$ cat src/rtl/memory_access_width.sv
// Shared access-width encoding for the data memory and every block that talks to it.
package memory_access_width;

   typedef enum logic [1:0] {
      BYTE = 2'd0,
      HALF = 2'd1,
      WORD = 2'd2
   } memory_access_width_t;

   function automatic logic [2:0] memory_access_width_to_bytes(memory_access_width_t w);
      case (w)
         BYTE:    return 3'd1;
         HALF:    return 3'd2;
         default: return 3'd4;
      endcase
   endfunction

endpackage

$ cat src/rtl/memory_arbiter_pkg.sv
// Types shared by the memory arbiter, its sub-module and its interface.
package memory_arbiter_pkg;
   import memory_access_width::*;

   typedef enum logic {
      IF = 1'b0,
      LS = 1'b1
   } mem_requester_t;

   typedef enum logic [1:0] {
      IDLE    = 2'd0,
      ACCESS  = 2'd1,
      RESPOND = 2'd2
   } mem_arb_state_t;

   // Keeps only the bytes an access of this width actually returned.
   function automatic logic [31:0] width_mask(memory_access_width_t w);
      case (w)
         BYTE:    return 32'h0000_00FF;
         HALF:    return 32'h0000_FFFF;
         default: return 32'hFFFF_FFFF;
      endcase
   endfunction

endpackage

$ cat src/rtl/memory_arbiter_if.sv
// Request/response channels of both requesters plus the memory port.
// The slave modport is the arbiter's view; master is the surrounding core and memory.
interface memory_arbiter_if
   import memory_access_width::*;
#(
   parameter int ADDR_W = 32
) ();

   logic                 if_req_valid;
   logic                 if_req_ready;
   logic [ADDR_W-1:0]    if_req_addr;
   logic                 if_rsp_valid;
   logic [31:0]          if_rsp_data;
   logic                 if_rsp_err;

   logic                 ls_req_valid;
   logic                 ls_req_ready;
   logic [ADDR_W-1:0]    ls_req_addr;
   logic                 ls_req_write;
   memory_access_width_t ls_req_width;
   logic [31:0]          ls_req_data;
   logic                 ls_rsp_valid;
   logic [31:0]          ls_rsp_data;
   logic                 ls_rsp_err;

   logic [ADDR_W-1:0]    mem_addr;
   memory_access_width_t mem_width;
   logic                 mem_rd_en;
   logic                 mem_wr_en;
   logic [31:0]          mem_data_wr;
   logic [31:0]          mem_data_rd;

   modport slave (
      input  if_req_valid, if_req_addr,
      output if_req_ready, if_rsp_valid, if_rsp_data, if_rsp_err,
      input  ls_req_valid, ls_req_addr, ls_req_write, ls_req_width, ls_req_data,
      output ls_req_ready, ls_rsp_valid, ls_rsp_data, ls_rsp_err,
      output mem_addr, mem_width, mem_rd_en, mem_wr_en, mem_data_wr,
      input  mem_data_rd
   );

   modport master (
      output if_req_valid, if_req_addr,
      input  if_req_ready, if_rsp_valid, if_rsp_data, if_rsp_err,
      output ls_req_valid, ls_req_addr, ls_req_write, ls_req_width, ls_req_data,
      input  ls_req_ready, ls_rsp_valid, ls_rsp_data, ls_rsp_err,
      input  mem_addr, mem_width, mem_rd_en, mem_wr_en, mem_data_wr,
      output mem_data_rd
   );

endinterface

$ cat src/rtl/memory_arbiter_rr_arbiter2.sv
// Two-way round-robin grant: a lone request wins, a tie goes to whoever was not granted last.
module rr_arbiter2 (
   input  logic [1:0] req,
   input  logic       last_gnt,
   output logic [1:0] gnt
);

   always_comb begin
      gnt = 2'b00;
      if (req[0] && (!req[1] || last_gnt)) begin
         gnt[0] = 1'b1;
      end else if (req[1]) begin
         gnt[1] = 1'b1;
      end
   end

endmodule

$ cat src/rtl/memory_arbiter.sv
// Arbitrates fetch and load/store requests onto the single-port data memory,
// one access every two cycles, with a registered response to the granted side.
module memory_arbiter
   import memory_access_width::*;
   import memory_arbiter_pkg::*;
#(
   parameter int BYTES  = 64000,
   parameter int ADDR_W = 32
) (
   input  logic             clk,
   input  logic             rst_n,
   memory_arbiter_if.slave  bus
);

   localparam logic [ADDR_W:0] LIMIT = (ADDR_W+1)'(BYTES);

   mem_arb_state_t       state_q, state_d;
   mem_requester_t       last_grant_q, src_q, accept_src;
   logic [ADDR_W-1:0]    addr_q;
   memory_access_width_t width_q;
   logic                 write_q;
   logic [31:0]          wdata_q;
   logic [31:0]          rsp_data_q;
   logic                 rsp_err_q;

   logic [1:0]           grant;
   logic                 can_accept, accept;
   logic [ADDR_W:0]      end_addr;
   logic                 range_err, access_ok, rsp_live;

   rr_arbiter2 u_rr (
      .req      ({bus.ls_req_valid, bus.if_req_valid}),
      .last_gnt (last_grant_q == LS),
      .gnt      (grant)
   );

   // One extra bit so an address that wraps past the top of the space is caught too.
   assign end_addr   = {1'b0, addr_q} + (ADDR_W+1)'(memory_access_width_to_bytes(width_q));
   assign range_err  = end_addr > LIMIT;
   assign can_accept = rst_n && (state_q == IDLE || state_q == RESPOND);
   assign accept     = can_accept && (grant != 2'b00);
   assign accept_src = grant[1] ? LS : IF;
   assign access_ok  = rst_n && state_q == ACCESS && !range_err;
   assign rsp_live   = rst_n && state_q == RESPOND;

   always_ff @(posedge clk) begin
      if (!rst_n) begin
         state_q <= IDLE;
      end else begin
         state_q <= state_d;
      end
   end

   // Everything leaving the block is gated by rst_n so reset silences it immediately.
   always_comb begin
      state_d          = state_q;
      bus.if_req_ready = can_accept && grant[0];
      bus.ls_req_ready = can_accept && grant[1];
      bus.mem_rd_en    = access_ok && !write_q;
      bus.mem_wr_en    = access_ok && write_q;
      bus.mem_addr     = access_ok ? addr_q : '0;
      bus.mem_width    = access_ok ? width_q : BYTE;
      bus.mem_data_wr  = access_ok ? wdata_q : '0;
      bus.if_rsp_valid = rsp_live && src_q == IF;
      bus.ls_rsp_valid = rsp_live && src_q == LS;
      bus.if_rsp_data  = bus.if_rsp_valid ? rsp_data_q : '0;
      bus.if_rsp_err   = bus.if_rsp_valid && rsp_err_q;
      bus.ls_rsp_data  = bus.ls_rsp_valid ? rsp_data_q : '0;
      bus.ls_rsp_err   = bus.ls_rsp_valid && rsp_err_q;
      case (state_q)
         IDLE, RESPOND: state_d = accept ? ACCESS : IDLE;
         ACCESS:        state_d = RESPOND;
         default:       state_d = IDLE;
      endcase
   end

   // The payload is sampled only on the accept edge; the response only in ACCESS.
   always_ff @(posedge clk) begin
      if (!rst_n) begin
         last_grant_q <= LS;
         src_q        <= IF;
         addr_q       <= '0;
         width_q      <= BYTE;
         write_q      <= 1'b0;
         wdata_q      <= '0;
         rsp_data_q   <= '0;
         rsp_err_q    <= 1'b0;
      end else begin
         if (accept) begin
            src_q        <= accept_src;
            last_grant_q <= accept_src;
            if (accept_src == LS) begin
               addr_q  <= bus.ls_req_addr;
               width_q <= bus.ls_req_width;
               write_q <= bus.ls_req_write;
               wdata_q <= bus.ls_req_data;
            end else begin
               addr_q  <= bus.if_req_addr;
               width_q <= WORD;
               write_q <= 1'b0;
               wdata_q <= '0;
            end
         end
         if (state_q == ACCESS) begin
            rsp_err_q  <= range_err;
            rsp_data_q <= (!range_err && !write_q) ? (bus.mem_data_rd & width_mask(width_q)) : '0;
         end
      end
   end

endmodule

$ cat src/flat_wrapper.sv
// flat-port wrapper written by rule: the top's interface ports become plain ports
module memory_arbiter_flat import memory_access_width::*; import memory_arbiter_pkg::*;
#(
   parameter int BYTES  = 64000,
   parameter int ADDR_W = 32
)
  (clk, rst_n, bus_if_req_valid, bus_if_req_addr, bus_if_req_ready, bus_if_rsp_valid, bus_if_rsp_data, bus_if_rsp_err, bus_ls_req_valid, bus_ls_req_addr, bus_ls_req_write, bus_ls_req_width, bus_ls_req_data, bus_ls_req_ready, bus_ls_rsp_valid, bus_ls_rsp_data, bus_ls_rsp_err, bus_mem_addr, bus_mem_width, bus_mem_rd_en, bus_mem_wr_en, bus_mem_data_wr, bus_mem_data_rd);
  memory_arbiter_if #(.ADDR_W(ADDR_W)) bus_i ();
  input  logic clk;
  input  logic rst_n;
  input wire logic [$bits(bus_i.if_req_valid)-1:0] bus_if_req_valid;
  input wire logic [$bits(bus_i.if_req_addr)-1:0] bus_if_req_addr;
  output wire logic [$bits(bus_i.if_req_ready)-1:0] bus_if_req_ready;
  output wire logic [$bits(bus_i.if_rsp_valid)-1:0] bus_if_rsp_valid;
  output wire logic [$bits(bus_i.if_rsp_data)-1:0] bus_if_rsp_data;
  output wire logic [$bits(bus_i.if_rsp_err)-1:0] bus_if_rsp_err;
  input wire logic [$bits(bus_i.ls_req_valid)-1:0] bus_ls_req_valid;
  input wire logic [$bits(bus_i.ls_req_addr)-1:0] bus_ls_req_addr;
  input wire logic [$bits(bus_i.ls_req_write)-1:0] bus_ls_req_write;
  input wire logic [$bits(bus_i.ls_req_width)-1:0] bus_ls_req_width;
  input wire logic [$bits(bus_i.ls_req_data)-1:0] bus_ls_req_data;
  output wire logic [$bits(bus_i.ls_req_ready)-1:0] bus_ls_req_ready;
  output wire logic [$bits(bus_i.ls_rsp_valid)-1:0] bus_ls_rsp_valid;
  output wire logic [$bits(bus_i.ls_rsp_data)-1:0] bus_ls_rsp_data;
  output wire logic [$bits(bus_i.ls_rsp_err)-1:0] bus_ls_rsp_err;
  output wire logic [$bits(bus_i.mem_addr)-1:0] bus_mem_addr;
  output wire logic [$bits(bus_i.mem_width)-1:0] bus_mem_width;
  output wire logic [$bits(bus_i.mem_rd_en)-1:0] bus_mem_rd_en;
  output wire logic [$bits(bus_i.mem_wr_en)-1:0] bus_mem_wr_en;
  output wire logic [$bits(bus_i.mem_data_wr)-1:0] bus_mem_data_wr;
  input wire logic [$bits(bus_i.mem_data_rd)-1:0] bus_mem_data_rd;
  assign bus_i.if_req_valid = bus_if_req_valid;
  assign bus_i.if_req_addr = bus_if_req_addr;
  assign bus_if_req_ready = bus_i.if_req_ready;
  assign bus_if_rsp_valid = bus_i.if_rsp_valid;
  assign bus_if_rsp_data = bus_i.if_rsp_data;
  assign bus_if_rsp_err = bus_i.if_rsp_err;
  assign bus_i.ls_req_valid = bus_ls_req_valid;
  assign bus_i.ls_req_addr = bus_ls_req_addr;
  assign bus_i.ls_req_write = bus_ls_req_write;
  assign bus_i.ls_req_width = bus_ls_req_width;
  assign bus_i.ls_req_data = bus_ls_req_data;
  assign bus_ls_req_ready = bus_i.ls_req_ready;
  assign bus_ls_rsp_valid = bus_i.ls_rsp_valid;
  assign bus_ls_rsp_data = bus_i.ls_rsp_data;
  assign bus_ls_rsp_err = bus_i.ls_rsp_err;
  assign bus_mem_addr = bus_i.mem_addr;
  assign bus_mem_width = bus_i.mem_width;
  assign bus_mem_rd_en = bus_i.mem_rd_en;
  assign bus_mem_wr_en = bus_i.mem_wr_en;
  assign bus_mem_data_wr = bus_i.mem_data_wr;
  assign bus_i.mem_data_rd = bus_mem_data_rd;
  memory_arbiter #(.BYTES(BYTES), .ADDR_W(ADDR_W)) u_core (.clk(clk), .rst_n(rst_n), .bus(bus_i));
endmodule
$ cat config.mk
export PLATFORM = sky130hd
export DESIGN_NAME = memory_arbiter_flat
export DESIGN_NICKNAME = d
export VERILOG_FILES = /design/src/rtl/memory_access_width.sv /design/src/rtl/memory_arbiter_pkg.sv /design/src/rtl/memory_arbiter_if.sv /design/src/rtl/memory_arbiter_rr_arbiter2.sv /design/src/rtl/memory_arbiter.sv /design/src/flat_wrapper.sv
export SDC_FILE = /design/constraint.sdc
export NUM_CORES = 1
export LEC_CHECK = 0
export ABC_AREA = 1
export CAP_MARGIN = 15
export CORE_MARGIN = 2
export CORE_UTILIZATION = 47
export DETAILED_ROUTE_END_ITERATION = 7
export PLACE_DENSITY = 0.88
export SYNTH_ARGS = -nofsm -noshare
export SYNTH_HDL_FRONTEND = slang
export SYNTH_SLANG_ARGS = --single-unit
$ cat constraint.sdc
create_clock -name clk -period 8.7 [get_ports clk]
set_clock_uncertainty 0.1 [all_clocks]
set_input_delay 1.305 -clock clk [delete_from_list [all_inputs] [get_ports clk]]
set_output_delay 1.305 -clock clk [all_outputs]
set_load 0.05 [all_outputs]
Yosys cells after proc, flatten, opt, wreduce, memory -nomap -nowiden --
Cells that the tools add are included.
Word-level totals: latch bits 0, output and inout port bits 138, logic and storage cells 60, bits in registers 104, input bits 135, bits in read-only memories 0, memories 0, memory bits (writable) 0
Operators by class: multiplexer cells 20, reduce and logical (&&, ||, !) cells 24, bitwise logic cells 2, equality and inequality tests 3, magnitude comparators 1, $mul 0, divide/modulo/power cells 0, shift operators 0, add/sub/neg operators 1
Operator list (count):
- $mux 32 | 9
- $pmux 32 s2 | 1
- $add 32x3->33 | 1
- $gt 33x16->1 const B | 1
- $and 32x32->32 | 1
- $logic_and 1x1->1 | 15
- $mux 1 | 6
- $pmux 3 s2 | 1
- $eq 2x1->1 const B | 2
- $logic_not 2->1 | 2
- $mux 2 | 2
- $pmux 2 s2 | 1
- $logic_not 1->1 | 3
- $eq 2x2->1 const B | 1
- $logic_or 1x1->1 | 2
- $reduce_bool 2->1 | 1
- $reduce_or 2->1 | 1
- $not 1->1 | 1

Logic depth before layout (Yosys ltp) --
depth in word-level cells 8, depth in mapped cells 19, gate-level depth less buffers 18

Cells and area by module --
From an unflattened synthesis, not the netlist that was laid out.
Second synthesis, totals: cell total of the unflattened synthesis 1078, area, all modules 6304.8 um^2
By module, submodules not included:
- memory_arbiter | area an instance 6277.3 um^2, cells an instance 1074, sequential area each 2082.0 um^2, instances 1
- rr_arbiter2 | area an instance 27.5 um^2, cells an instance 4, sequential area each 0.0 um^2, instances 1

Worst setup path after synthesis --
OpenSTA, ideal clock, no wires.
path kind input to output, start input port rst_n, end output port bus_if_rsp_data[10], data required time 7295 ps, setup slack 3585 ps, arrival time 3710 ps, path buffers 2, stages on the path 8, cell sequence clkbuf_1 inv_2 nor2_1 nand2_1 nor2_1 inv_1 buf_1 nor2_1
On the way: cells in the longest elaborated chain, start to end 3
Ends and longest elaborated chain:
- start: declaration | RTL line flat_wrapper.sv:10 | input logic rst_n;
- $logic_and 1x1->1 | RTL line memory_arbiter.sv:44 | assign rsp_live = rst_n && state_q == RESPOND;
- $logic_and 1x1->1 | RTL line memory_arbiter.sv:64 | bus.if_rsp_valid = rsp_live && src_q == IF;
- via bus_if_rsp_valid | RTL line flat_wrapper.sv:14 | output wire logic [$bits(bus_i.if_rsp_valid)-1:0] bus_if_rsp_valid;
- $mux 32 | RTL line memory_arbiter.sv:66 | bus.if_rsp_data = bus.if_rsp_valid ? rsp_data_q : '0;
- end: declaration | RTL line flat_wrapper.sv:15 | output wire logic [$bits(bus_i.if_rsp_data)-1:0] bus_if_rsp_data;
The timed path passes the listed nets, and every way through them passes these cells.

Worst setup path in the final report --
start register u_core.width_q[1], end output port bus_mem_data_wr[14]
On the way: cells in the longest elaborated chain, start to end 7, elaborated cells between the ends (all ways) 8, classes of those cells add/sub: 1; order compare: 1; eq/ne: 1; mux: 2; reduce/logical: 3
Ends and longest elaborated chain:
- start: declaration | RTL line memory_arbiter.sv:20 | memory_access_width_t width_q;
- start signal: assignment | RTL line memory_arbiter.sv:94 | width_q <= bus.ls_req_width;
- $eq 2x1->1 or $logic_not 2->1 (tied branches) | RTL line memory_access_width.sv:11 | case (w)
- $pmux 3 s2 (*) | RTL line memory_access_width.sv:11
- $add 32x3->33 (*) | RTL line memory_arbiter.sv:38 | assign end_addr = {1'b0, addr_q} + (ADDR_W+1)'(memory_access_width_to_bytes(width_q));
- $gt 33x16->1 (*) | RTL line memory_arbiter.sv:39 | assign range_err = end_addr > LIMIT;
- $logic_not 1->1 (*) | RTL line memory_arbiter.sv:43 | assign access_ok = rst_n && state_q == ACCESS && !range_err;
- $logic_and 1x1->1 (*) | RTL line memory_arbiter.sv:43
- $mux 32 (*) | RTL line memory_arbiter.sv:63 | bus.mem_data_wr = access_ok ? wdata_q : '0;
- end: declaration | RTL line flat_wrapper.sv:30 | output wire logic [$bits(bus_i.mem_data_wr)-1:0] bus_mem_data_wr;
Every way passes the cells marked *; elsewhere a longest branch is shown, timed or not.

==> impl_metrics.csv <==
group,metric,value,unit
detailed_routing,drc,0,
clock_network,path_clk_slew,70,ps
timing,setup_ws,2958,ps
floorplan,io_pins,273,
clock_network,root_buffer,"clkbuf_16",
hold_path,worstHoldStart,"u_core.wdata_q[14]$_SDFFE_PN0P_",
timing,hold_ws,365.6,ps
layout,areaGrowthSynthToFinish,45.52,%
timing,tightest_slew,991.2,ps
worst_setup_path,slowest_stage,"clkdlybuf4s50_1",
worst_setup_path,end_kind,"output port",
synthesis,synth_area_leaders,"dfxtp_1 (33%), nand2_1 (16%), nor2_1 (12%), inv_1 (7.7%), nand3_1 (6.3%)",
worst_setup_path,r2r-start,"u_core.width_q[1]$_SDFFE_PN0P_",
timing,final.period_utilization,66.00,%
synthesis,syn_area,6346,um^2
synthesis,synth_cell_types,32,
clock_network,cts_setup_buffers,0,
hold_path,holdPathEnd,"u_core.wdata_q[14]$_SDFFE_PN0P_",
worst_setup_path,critPathArrivalTime,4340,ps
floorplan,rows,42,
timing,fmax,174.2,MHz
worst_setup_path,cpMostUsedCell,"nor2_1",
global_route,grt_max_degree,64,
global_route,gr-total-overflow,0,
place,pre_cts_slack,2786,ps
detailed_routing,vias_per_cell,4.984,
floorplan,design.core.area,13190,um^2
layout,layout_common_cells,"nand2_1 (274), clkdlybuf4s50_1 (256), nor2_1 (208)",
worst_setup_path,worstPathCellList,"nor2_1 -> ha_1 -> fa_1 -> inv_1 -> nand2_2 -> nand2_1 -> nor2_1 -> nand3_1 -> nand2_1 -> nor2_1 -> nand2_1 -> nor2_1 -> nand3_1 -> nand2_4 -> nand2_4 -> nor2_1 -> clkdlybuf4s50_1",
timing,slew_headroom,33.85,%
layout,antennaDiodeCount,0,
synthesis,synth.ff_latch_count,104,
place,gp_congestion,0.9620,
detailed_routing,ant_nets,0,
place,dp_hpwl,16.15,mm
global_route,grt_pass1_wl,33.27,mm
synthesis,synth_top_family_by_area,"simple AND/OR/NAND/NOR gates",
worst_setup_path,max_stage_delay,840,ps
timing,fin_setup_tns,0,ps
power_and_ir_drop,total_leakage_power,0.003354,uW
place,io_buffers,257,
timing,setup_viol,0,
worst_setup_path,critPathBufInv,2,
floorplan,die_h,120.2,um
clock_network,cts_buffer_depth,2,
synthesis,ys_seq_area_share,32.81,%
floorplan,die_area,14450,um^2
detailed_routing,drt_iter0_markers,697,
clock_network,cts.sinks,104,
hold_path,holdPathStages,2,
synthesis,muxShareOfSynthArea,3.785,%
hold_path,hold_class,"register to register",
global_route,grt_antenna_before_repair,0,
synthesis,syn-instance-count,1052,
synthesis,yosysWarnings,0,
outcome,outcome,"completed",
timing,finalCriticalPeriod,5742,ps
worst_setup_path,worstReg2RegEnd,"u_core.rsp_data_q[1]$_SDFFE_PN0N_",
clock_network,cts_tree,"built",
synthesis,yosysTopAreaCell,"dfxtp_1",
layout,fin_nets,1417,
worst_setup_path,critPathMaxFanout,51,
worst_setup_path,rr_worst_depth,16,
worst_setup_path,r2r_setup_slack,5590,ps
floorplan,die_w,120.2,um
clock_network,cts_resized,0,
synthesis,avgSynthCellArea,6.032,um^2
floorplan,start_util,48.11,%
timing,slew_viol_final,0,
job,maxCapViolations,0,
detailed_routing,routedWlPerCell,14.64,um
timing,rsz0062_at_grt,"false",
worst_setup_path,cp-start-kind,"register",
detailed_routing,dr_total_vias,7276,
timing,hold_violations,0,
worst_setup_path,crit_family,"simple AND/OR/NAND/NOR gates",
power_and_ir_drop,ir_drop,124.6,uV
power_and_ir_drop,power.density,129.8,nW/um^2
worst_setup_path,path_depth,17,
detailed_routing,wl,21.38,mm
synthesis,synth_xor_area_share,0.6901,%
worst_setup_path,crit_required,7300,ps
synthesis,synth_simple_gate_area_share,38.90,%
clock_network,cts_made_buffers,9,
synthesis,synth-compound-area-share,9.661,%
global_route,grt_pass1_vias,6741,
detailed_routing,dr.pass1.iters,8,
clock_network,cts_hold_buffers,0,
layout,drive_gt1_share,3.427,%
clock_network,htreeDepth,3,
clock_network,clkLatencyLatePin,360,ps
synthesis,synthAdderAreaFrac,0.7098,%
synthesis,netlist.area_leader.share,32.81,%
global_route,grt_use_total,28.75,%
layout,final_common_cell,"nand2_1",
worst_setup_path,crit_type,"register to output port",
worst register-to-register path: stages (launching register included):
cell and delay (ps):
dfxtp_1 450, nor2_1 100, ha_1 210, fa_1 360
inv_1 100, nand2_2 100, nand2_1 190, nor2_1 110
nand3_1 80, nand2_1 90, nor2_1 130, nand2_1 50
nor2_1 130, nand3_1 140, nand2_4 240, nand3_2 230
o21ai_0 220
state kept, by name, summed over array words and instances, names as in the netlist:
signal	cells
u_core.src_q	1
u_core.width_q	2
u_core.last_grant_q	1
u_core.state_q	2
u_core.write_q	1
u_core.rsp_data_q	32
u_core.rsp_err_q	1
u_core.wdata_q	32
u_core.addr_q	32
stage by stage:
step	total power (uW)	util (%)	std cells	area, um^2
after global placement	774.9	67.59	1443	8915
final	1199	70.02	1460	9235
after CTS	1202	69.90	1459	9220
after global routing	1249	70.02	1460	9235
after detailed placement	779.4	67.59	1443	8915
after floorplan	679.0	-	1066	6399
layout make-up:
| cell class | count | area (um^2) |
|---|---|---|
| well taps | 176 | 220.2 |
| fillers | 1166 | 3955 |
| clock inverters | 5 | 62.56 |
| clock buffers | 11 | 242.7 |
| inverters | 135 | 506.7 |
| repair buffers | 266 | 2643 |
| multi-input cells | 763 | 3478 |
| flip-flops and latches | 104 | 2082 |
cells by family (layout without fill, tap and decap cells):
group,after synthesis,in the layout
compound gates,120,120
xor+xnor,5,5
fa+ha+maj,3,3
buf+inv,199,417
flops,104,104
mux,24,24
other cells,1,15
simple gates,596,596
how the worst max path moves through the flow:
stage                                               from             endpoint  slack [ps]
final                     u_core.width_q[1]$_SDFFE_PN0P_  bus_mem_data_wr[14]        2960
after global routing      u_core.width_q[1]$_SDFFE_PN0P_      bus_mem_addr[7]        2620
after CTS                                          rst_n  bus_ls_rsp_data[14]        2790
after detailed placement                           rst_n  bus_ls_rsp_data[14]        2790
after global placement                             rst_n  bus_ls_rsp_data[22]        3040
after floorplan                                    rst_n  bus_if_rsp_data[10]        3590
cells in the mapped netlist:
cell,n
xor2_1,5
nand3_1,80
o22ai_1,8
o21ai_0,57
nand4_1,6
nand3b_1,8
and3_1,1
clkbuf_1,35
nand2_2,2
buf_1,7
inv_1,131
nand2_1,274
nor2_4,2
ha_1,2
buf_6,6
clkinv_1,2
clkbuf_2,1
fa_1,1
nor2_2,3
nand2_4,2
dfxtp_1,104
a21oi_1,54
nor2_1,208
conb_1,1
nor3b_1,1
nor3_1,3
o21bai_1,1
nand3_2,5
mux2i_1,24
buf_4,15
inv_2,2
or2_2,1
report_power, final:
| part | switching [uW] | internal, uW | total [uW] | leakage, uW |
|---|---|---|---|---|
| Combinational | 138 | 104 | 242 | 0.00236 |
| Sequential | 29.0 | 501 | 530 | 0.000848 |
| Clock | 193 | 234 | 427 | 0.000148 |
routing by layer:
metal | wire length [um] | global-route usage (%)
met1 | 8788 | 35.33
met5 | 0 | 0
met3 | 1832 | 7.358
met4 | 565 | 9.338
met2 | 10190 | 49.08
(Power assumes the default switching activity.)
